`src/rtl/bmp_stream_ingest.sv`:
```
// BMP byte-stream ingest: parses and strips the file header, then packs the
// pixel payload little-endian into 32-bit words pushed into a pixel FIFO.
module bmp_stream_ingest #(
    parameter int          HEADER_BYTES = 54,
    parameter logic [15:0] BMP_SIG      = 16'h4D42
) (
    input  logic        clk,
    input  logic        reset,
    input  logic        in_valid,
    input  logic [7:0]  in_data,
    input  logic        in_last,
    output logic        in_ready,
    input  logic        fifo_full,
    output logic        fifo_wr_en,
    output logic [31:0] fifo_din,
    output logic [31:0] img_width,
    output logic [31:0] img_height,
    output logic [15:0] img_bpp,
    output logic        header_valid,
    output logic        header_error,
    output logic        partial_drop,
    output logic [31:0] word_count,
    output logic        done
);

    localparam int            HW       = $clog2(HEADER_BYTES);
    localparam logic [HW-1:0] HDR_LAST = HW'(HEADER_BYTES - 1);

    // DISCARD is the accept-and-drop phase after a bad signature; DONE is the
    // single end-of-frame pulse cycle.
    typedef enum logic [1:0] {HDR, PIX, DISCARD, DONE} state_t;

    state_t        state;
    state_t        state_next;
    logic [HW-1:0] hcnt;
    logic [1:0]    lane;
    logic [23:0]   pix_acc;
    logic [15:0]   sig_sh;
    logic [31:0]   width_sh;
    logic [31:0]   height_sh;
    logic [15:0]   bpp_sh;
    logic          accept;
    logic          hdr_end;
    logic          sig_ok;

    assign accept  = in_valid && in_ready;
    assign hdr_end = (hcnt == HDR_LAST);
    assign sig_ok  = (sig_sh == BMP_SIG);
    assign done    = (state == DONE);

    // Next-state selection and byte-acceptance handshake.
    always_comb begin
        state_next = state;
        in_ready   = 1'b0;
        case (state)
            HDR: begin
                in_ready = 1'b1;
                if (accept) begin
                    if (hdr_end) begin
                        if (!sig_ok || in_last)
                            state_next = sig_ok ? DONE : (in_last ? DONE : DISCARD);
                        else
                            state_next = PIX;
                    end else if (in_last) begin
                        state_next = DONE;
                    end
                end
            end
            PIX: begin
                in_ready = !(lane == 2'd3 && fifo_full);
                if (accept && in_last)
                    state_next = DONE;
            end
            DISCARD: begin
                in_ready = 1'b1;
                if (accept && in_last)
                    state_next = DONE;
            end
            default: begin
                in_ready   = 1'b0;
                state_next = HDR;
            end
        endcase
        if (!reset)
            in_ready = 1'b0;
    end

    // State register.
    always_ff @(posedge clk or negedge reset) begin
        if (!reset)
            state <= HDR;
        else
            state <= state_next;
    end

    // Header capture, pixel packing, FIFO write strobe and per-frame status.
    always_ff @(posedge clk or negedge reset) begin
        if (!reset) begin
            hcnt         <= '0;
            lane         <= 2'd0;
            pix_acc      <= 24'd0;
            sig_sh       <= 16'd0;
            width_sh     <= 32'd0;
            height_sh    <= 32'd0;
            bpp_sh       <= 16'd0;
            fifo_wr_en   <= 1'b0;
            fifo_din     <= 32'd0;
            img_width    <= 32'd0;
            img_height   <= 32'd0;
            img_bpp      <= 16'd0;
            header_valid <= 1'b0;
            header_error <= 1'b0;
            partial_drop <= 1'b0;
            word_count   <= 32'd0;
        end else begin
            fifo_wr_en <= 1'b0;
            if (accept) begin
                case (state)
                    HDR: begin
                        if (hcnt == '0) begin
                            header_valid <= 1'b0;
                            header_error <= 1'b0;
                            partial_drop <= 1'b0;
                            word_count   <= 32'd0;
                        end
                        case (int'(hcnt))
                            0:       sig_sh[7:0]      <= in_data;
                            1:       sig_sh[15:8]     <= in_data;
                            18:      width_sh[7:0]    <= in_data;
                            19:      width_sh[15:8]   <= in_data;
                            20:      width_sh[23:16]  <= in_data;
                            21:      width_sh[31:24]  <= in_data;
                            22:      height_sh[7:0]   <= in_data;
                            23:      height_sh[15:8]  <= in_data;
                            24:      height_sh[23:16] <= in_data;
                            25:      height_sh[31:24] <= in_data;
                            28:      bpp_sh[7:0]      <= in_data;
                            29:      bpp_sh[15:8]     <= in_data;
                            default: ;
                        endcase
                        if (hdr_end) begin
                            hcnt       <= '0;
                            img_width  <= width_sh;
                            img_height <= height_sh;
                            img_bpp    <= bpp_sh;
                            if (sig_ok)
                                header_valid <= 1'b1;
                            else
                                header_error <= 1'b1;
                        end else if (in_last) begin
                            hcnt         <= '0;
                            header_error <= 1'b1;
                        end else begin
                            hcnt <= hcnt + 1'b1;
                        end
                    end
                    PIX: begin
                        case (lane)
                            2'd0: pix_acc[7:0]   <= in_data;
                            2'd1: pix_acc[15:8]  <= in_data;
                            2'd2: pix_acc[23:16] <= in_data;
                            default: begin
                                fifo_din   <= {in_data, pix_acc};
                                fifo_wr_en <= 1'b1;
                                word_count <= word_count + 32'd1;
                            end
                        endcase
                        if (in_last) begin
                            lane <= 2'd0;
                            if (lane != 2'd3)
                                partial_drop <= 1'b1;
                        end else begin
                            lane <= lane + 2'd1;
                        end
                    end
                    default: ;
                endcase
            end
        end
    end

endmodule

```
`config.mk`:
```
export PLATFORM = sky130hd
export DESIGN_NAME = bmp_stream_ingest
export DESIGN_NICKNAME = d
export VERILOG_FILES = /design/src/rtl/bmp_stream_ingest.sv
export SDC_FILE = /design/constraint.sdc
export NUM_CORES = 1
export LEC_CHECK = 0
export BUFFER_PORTS_ARGS = -buffer_cell sky130_fd_sc_hd__buf_2
export CORE_MARGIN = 1.5
export CORE_UTILIZATION = 35
export CTS_CLUSTER_DIAMETER = 200
export DETAILED_ROUTE_END_ITERATION = 16
export GPL_TIMING_DRIVEN = 1
export MAX_ROUTING_LAYER = met4
export PLACE_DENSITY = 0.64
export SKIP_LAST_GASP = 1
export SLEW_MARGIN = 20
export SYNTH_ARGS = -nofsm -noshare
export SYNTH_HDL_FRONTEND = slang
export SYNTH_SLANG_ARGS = --single-unit
```
`constraint.sdc`:
```
create_clock -name clk -period 3.3 [get_ports clk]
set_input_delay 0.66 -clock clk [delete_from_list [all_inputs] [get_ports clk]]
set_output_delay 0.66 -clock clk [all_outputs]
set_load 0.02 [all_outputs]
```
==> flow_summary.toml, run 1 <==
[finish]
drive_gt1_frac = 0.456
fill_cells = 2992
nets = 1023
multiInputGateArea_um2 = 4300
n_antenna_cell = 0
seqCellArea_um2 = 6960
areaGrowthSynthToFinish_pct = 19.7
layout.cells.non_filler = 1459

[synthesis]
syn_area_um2 = 11500
synthAdderAreaFrac = 0.0152
async_flop_share = 1.00
synth_top_family_by_area = "multiplexers"
synth_xor_area_frac = 0
synthMuxAreaShare = 0.230
synth_area_leaders = "dfrtp_1, mux2_2, ha_1"
ys_seq_elements = 278
avgSynthCellArea_um2 = 13.9
synth_nets = 857
synth_top_cell_by_area = "dfrtp_1"
synthCells = 830
synth_flop_cell = "dfrtp_1"
synth_enable_flop_cells = 0
yosysSeqAreaShare = 0.604
synth.distinct_cells = 56
ys.warnings.count = 0
synth_common_cells = "dfrtp_1, mux2_2, nand2_1"
synth_compound_area_frac = 0.0564
synthMostInstantiatedCell = "dfrtp_1"
synth-simple-area-share = 0.0718
netlist.area_leader.share = 0.604

[power_and_ir_drop]
p_sw_mw = 2.54
power_density_nw_per_um2 = 650
power.leakage_nw = 7.02
swShare = 0.284
seqPwrFrac = 0.463
share_comb_of_total_power = 0.170
peakVddDrop_v = 0.000378
clockPowerShare = 0.367
p_int_mw = 6.42

[detailed_routing]
drt_first_iter_violations = 368
firstDrtPassIters = 4
route.vias.total = 7335
vias_per_cell = 5.03
wire_per_inst_um = 18.5
antenna_left = 0
routed_wl_um = 27000
drcViolationCount = 0

[placed_design]
placed_cells = 1405
dp_hpwl_um = 17100
gp_congestion = 0.829
portBuffers = 162
place_ws_ps = 539

[global_routing]
overflow = 0
grt_util_all_layers = 0.165
grt_max_degree = 176
grt_pass1_vias = 7473
grt_pass1_wl_um = 42400
antenna_found_initial = 0

[sta]
maxSlewViolCount = 0
holdWs_ps = 136
rsz0062_at_grt = "no"
fmax_ghz = 0.361
skew_ps = 8.51
min_period_ps = 2770
tightest_slew_ps = 947
timing.slew.headroom = 0.369
hold_viol = 0
final.setup.tns_ps = 0
finalSetupViolCount = 0
setup_ws_ps = 531
min_period_over_period = 0.839

[clocking]
post_cts_buffers = 0
numCtsBuffers = 31
tritoncts = "yes"
cts_hold_buf = 0
cts.clk_slew.worst_paths_ps = 60
cts-root-buf = "clkbuf_16"
ctsHtreeMaxLevel = 1
cts_resized = 0
insertion_delay_ps = 560
cts_buffer_depth = 3
clock-sinks = 278

[hold_path]
hold_path_class = "input pin to async pin"

[flow_run]
max_cap_viol_count = 0

[worst_setup_path]
slowest_delay_ps = 410
critPathArrivalTime_ps = 2110
path_cells = "inv_1 -> ha_1 -> a21boi_0 -> o311a_1 -> buf_2"
cp-end-kind = "output port"
crit_family = "compound AO/OA/AOI/OAI gates"
path_buf_inv = 2
startpoint_type = "register"
slowest_stage = "dfrtp_1"
cp.required_ps = 2640
worstSetupPathType = "register to output port"
cp_max_fo = 11

[floorplanning]
die_y_um = 184
initial_core_util = 0.355
coreArea_um2 = 32500
die_area_um2 = 34000
die_w_um = 184
fp-row-count = 66
ios = 163

[outcome]
status = "complete, no violations"
[worst reg2reg max path, cell delays in order (launching register included)]
cell,delay [ps]
dfrtp_1,410
inv_1,100
ha_1,370
nand2_1,160
a311oi_4,300
buf_4,480
and2_1,210
buf_4,270
a41oi_1,180
a31oi_1,190
[placed cells by master (no fill, tap or decap), types with 5 or more instances in the layout]
master and n:
or3_1 7, clkbuf_1 10, o31ai_1 11, buf_4 8, and2_1 5, nand3_1 30, buf_2 161, inv_1 17
clkbuf_8 6, nand2_1 37, or4_1 5, mux2_2 233, nand4_1 8, nor2b_1 5, nor2_1 17, a21oi_1 13
dfrtp_1 278, clkbuf_16 31, a31oi_1 15, o21ai_0 20, o21ai_1 10, ha_1 14
[cell families (layout without fill, tap and decap cells)]
group                    count (synthesis)  in the layout
AO/OA/AOI/OAI                           97             97
adder cells (fa/ha/maj)                 14             14
buffers and inverters                   57            244
flip-flops                             278            278
multiplexers                           235            235
AND/OR/NAND/NOR                        149            149
[state kept, by name, summed over array words and instances (netlist names)]
name	cells
bpp_sh	16
fifo_din	32
fifo_wr_en	1
hcnt	6
header_error	1
header_valid	1
height_sh	32
img_bpp	16
img_height	32
img_width	32
lane	2
partial_drop	1
pix_acc	24
sig_sh	16
state	2
width_sh	32
word_count	32
[area by class of cell]
cell class | instances | area share
multi-input cells | 495 | 0.312
clock inverters | 7 | 0.00481
well taps | 442 | 0.0401
inverters | 17 | 0.00463
clock buffers | 47 | 0.0650
repair buffers | 173 | 0.0683
flip-flops and latches | 278 | 0.505
[through the flow]
step | util | total power [mW] | area, um^2
after floorplan | - | 5.19 | 11500
after global placement | 0.395 | 5.69 | 12800
after detailed placement | 0.395 | 5.75 | 12800
after CTS | 0.425 | 9.09 | 13800
after global routing | 0.425 | 9.43 | 13800
final | 0.425 | 8.96 | 13800
[power groups by stage]
stage / logic, mW / clock network [mW] / registers [mW]
after floorplan: 0.878 / 0 / 4.31
after CTS: 1.54 / 3.39 / 4.15
after global routing: 1.69 / 3.52 / 4.21
final: 1.52 / 3.29 / 4.15
after detailed placement: 1.54 / 0 / 4.21
after global placement: 1.50 / 0 / 4.19
[layer usage]
| metal | global-route usage | wire (um) | part of all wire | vias to the layer above |
|---|---|---|---|---|
| met4 | 0.0397 | 515 | 0.019 | 0 |
| met1 | 0.217 | 12300 | 0.46 | 3778 |
| met5 | - | 0 | 0 | - |
| li1 | - | - | - | 3348 |
| met2 | 0.262 | 12800 | 0.47 | 162 |
| met3 | 0.0328 | 1330 | 0.049 | 47 |
[path summary, 6_finish.rpt]
| kind | startpoint | endpoint | slack [ps] | depth (start not counted) |
|---|---|---|---|---|
| worst max register to register | state[1]$_DFFE_PN0P_ | word_count[20]$_DFFE_PN0P_ | 560 | 9 |
| min in group clk | height_sh[4]$_DFFE_PN0P_ | height_sh[4]$_DFFE_PN0P_ | 490 | 1 |
| max in group asynchronous | reset | bpp_sh[15]$_DFFE_PN0P_ | 1860 | 3 |
| worst min register to register | height_sh[4]$_DFFE_PN0P_ | height_sh[4]$_DFFE_PN0P_ | 490 | 1 |
| worst max-delay path | state[1]$_DFFE_PN0P_ | in_ready | 530 | 5 |
| worst min-delay path | reset | word_count[4]$_DFFE_PN0P_ | 140 | 2 |
(Power assumes the default switching activity.)
==> run 2: changes to the inputs <==
clock period = 2.8 ns   (was 3.3 ns; I/O delays follow)
==> flow_summary.toml, run 2 (synthesis results as in run 1) <==
[global_routing]
busiest_layer = "met2"
use_met1 = 0.213
grt_pass1_vias = 7521
grt_max_degree = 175
overflow = 0
grt_pass1_wl_um = 42900
antenna_found_initial = 0
grt_util_all_layers = 0.166
gr-usage-met3 = 0.0389
grt_use_met2 = 0.267

[clocking]
insertion_delay_ps = 560
ctsHtreeMaxLevel = 1
cts-root-buf = "clkbuf_16"
clock-sinks = 278
cts.clk_slew.worst_paths_ps = 60
tritoncts = "yes"
cts_buffer_depth = 3
cts_hold_buf = 0
numCtsBuffers = 30

[power_and_ir_drop]
share_comb_of_total_power = 0.176
seqPwrFrac = 0.469
peakVddDrop_v = 0.000475
swShare = 0.286
p_int_mw = 7.42
power.leakage_nw = 7.04
clockPowerShare = 0.355
p_sw_mw = 2.98
power_density_nw_per_um2 = 753

[sta]
min_period_ps = 2610
fmax_ghz = 0.383
hold_viol = 0
maxSlewViolCount = 0
skew_ps = 14.3
timing.slew.headroom = 0.328
tightest_slew_ps = 1010
rsz0062_at_grt = "no"
final.setup.tns_ps = 0
finalSetupViolCount = 0
min_period_over_period = 0.933

[worst_setup_path]
timing.rr.end = "word_count[12]$_DFFE_PN0P_"
startpoint_type = "register"
slowest_stage = "dfrtp_1"
worstSetupPathType = "register to output port"
path_buf_inv = 2
cp-end-kind = "output port"
critPathArrivalTime_ps = 2050
ff2ff_path_depth = 8
crit_family = "compound AO/OA/AOI/OAI gates"
path_cells = "inv_1 -> ha_2 -> a21boi_0 -> o311a_1 -> buf_2"
timing.rr.start = "state[0]$_DFFE_PN0P_"
cp_max_fo = 11
cp.required_ps = 2240
slowest_delay_ps = 400
rrSetupSlack_ps = 410

[finish]
n_antenna_cell = 0
mostFrequentLayoutCell = "dfrtp_1"
multiInputGateArea_um2 = 4310
fin_util = 0.426
seqCellArea_um2 = 6960
fill_cells = 2983
areaGrowthSynthToFinish_pct = 19.9
drive_gt1_frac = 0.461
final_cell_mix = "dfrtp_1, mux2_2, buf_2"
nets = 1030

[detailed_routing]
drt_first_iter_violations = 308
drcViolationCount = 0
firstDrtPassIters = 4
route.vias.total = 7323
routed_wl_um = 26900
wire_per_inst_um = 18.4
antenna_left = 0
vias_per_cell = 5.01

[placed_design]
gp_congestion = 0.815
portBuffers = 162
dp_hpwl_um = 17600

[flow_run]
max_cap_viol_count = 0

[floorplanning]
die_w_um = 184
die_y_um = 184
die_area_um2 = 34000
coreArea_um2 = 32500
fp-row-count = 66
ios = 163
initial_core_util = 0.355

[hold_path]
hold_path_class = "input pin to async pin"

[outcome]
status = "complete, no violations"
==> run 2: changes by cell type in the layout (fill, tap and decap cells not counted), sizes merged <==
cell	previous run	this run
buf	173	181
bufinv	1	0
clkbuf	47	44
clkinv	4	6
clkinvlp	1	0
inv	18	17
==> run 2: routing by layer <==
metal,vias to the layer above,part of all wire
met5,-,0
met4,0,0.023
met3,48,0.057
met2,159,0.47
met1,3754,0.45
li1,3362,-
==> run 2: repair_timing <==
action                                  CTS  global route
buffers inserted                          0             0
gates resized for setup                   0             1
endpoints found under the setup margin    0             1
==> run 2: worst max path at each step <==
stage,startpoint,end,cells after the start
2_1_floorplan,state[0]$_DFFE_PN0P_,word_count[24]$_DFFE_PN0P_,6
3_3_place_gp,state[1]$_DFFE_PN0P_,fifo_din[3]$_DFFE_PN0P_,6
3_5_place_dp,state[1]$_DFFE_PN0P_,word_count[12]$_DFFE_PN0P_,8
4_1_cts,state[1]$_DFFE_PN0P_,in_ready,5
5_1_grt,state[1]$_DFFE_PN0P_,in_ready,5
6_report,state[1]$_DFFE_PN0P_,in_ready,5
==> run 2: power groups by stage <==
stage / Sequential [mW] / Combinational, mW / Clock, mW
after global routing: 4.95 / 2.03 / 3.97
after detailed placement: 4.95 / 1.85 / 0
final: 4.87 / 1.82 / 3.69
after global placement: 4.93 / 1.81 / 0
after CTS: 4.88 / 1.86 / 3.83
after floorplan: 5.08 / 1.03 / 0
==> run 2: layout make-up <==
type | count | area share
inverters | 17 | 0.00462
clock buffers | 44 | 0.0625
multi-input cells | 495 | 0.312
repair buffers | 181 | 0.0734
flip-flops and latches | 278 | 0.504
clock inverters | 6 | 0.00399
well taps | 442 | 0.0400
==> run 2: metrics by stage <==
step	setup slack (ps)	total power, mW	cells	area [um^2]	hold WS, ps
2_1_floorplan	567	6.11	830	11500	264
3_3_place_gp	419	6.74	1413	12900	481
3_5_place_dp	334	6.80	1413	12900	479
4_1_cts	29.3	10.6	1463	13800	143
5_1_grt	57.6	11.0	1463	13800	182
6_report	189	10.4	1463	13800	140
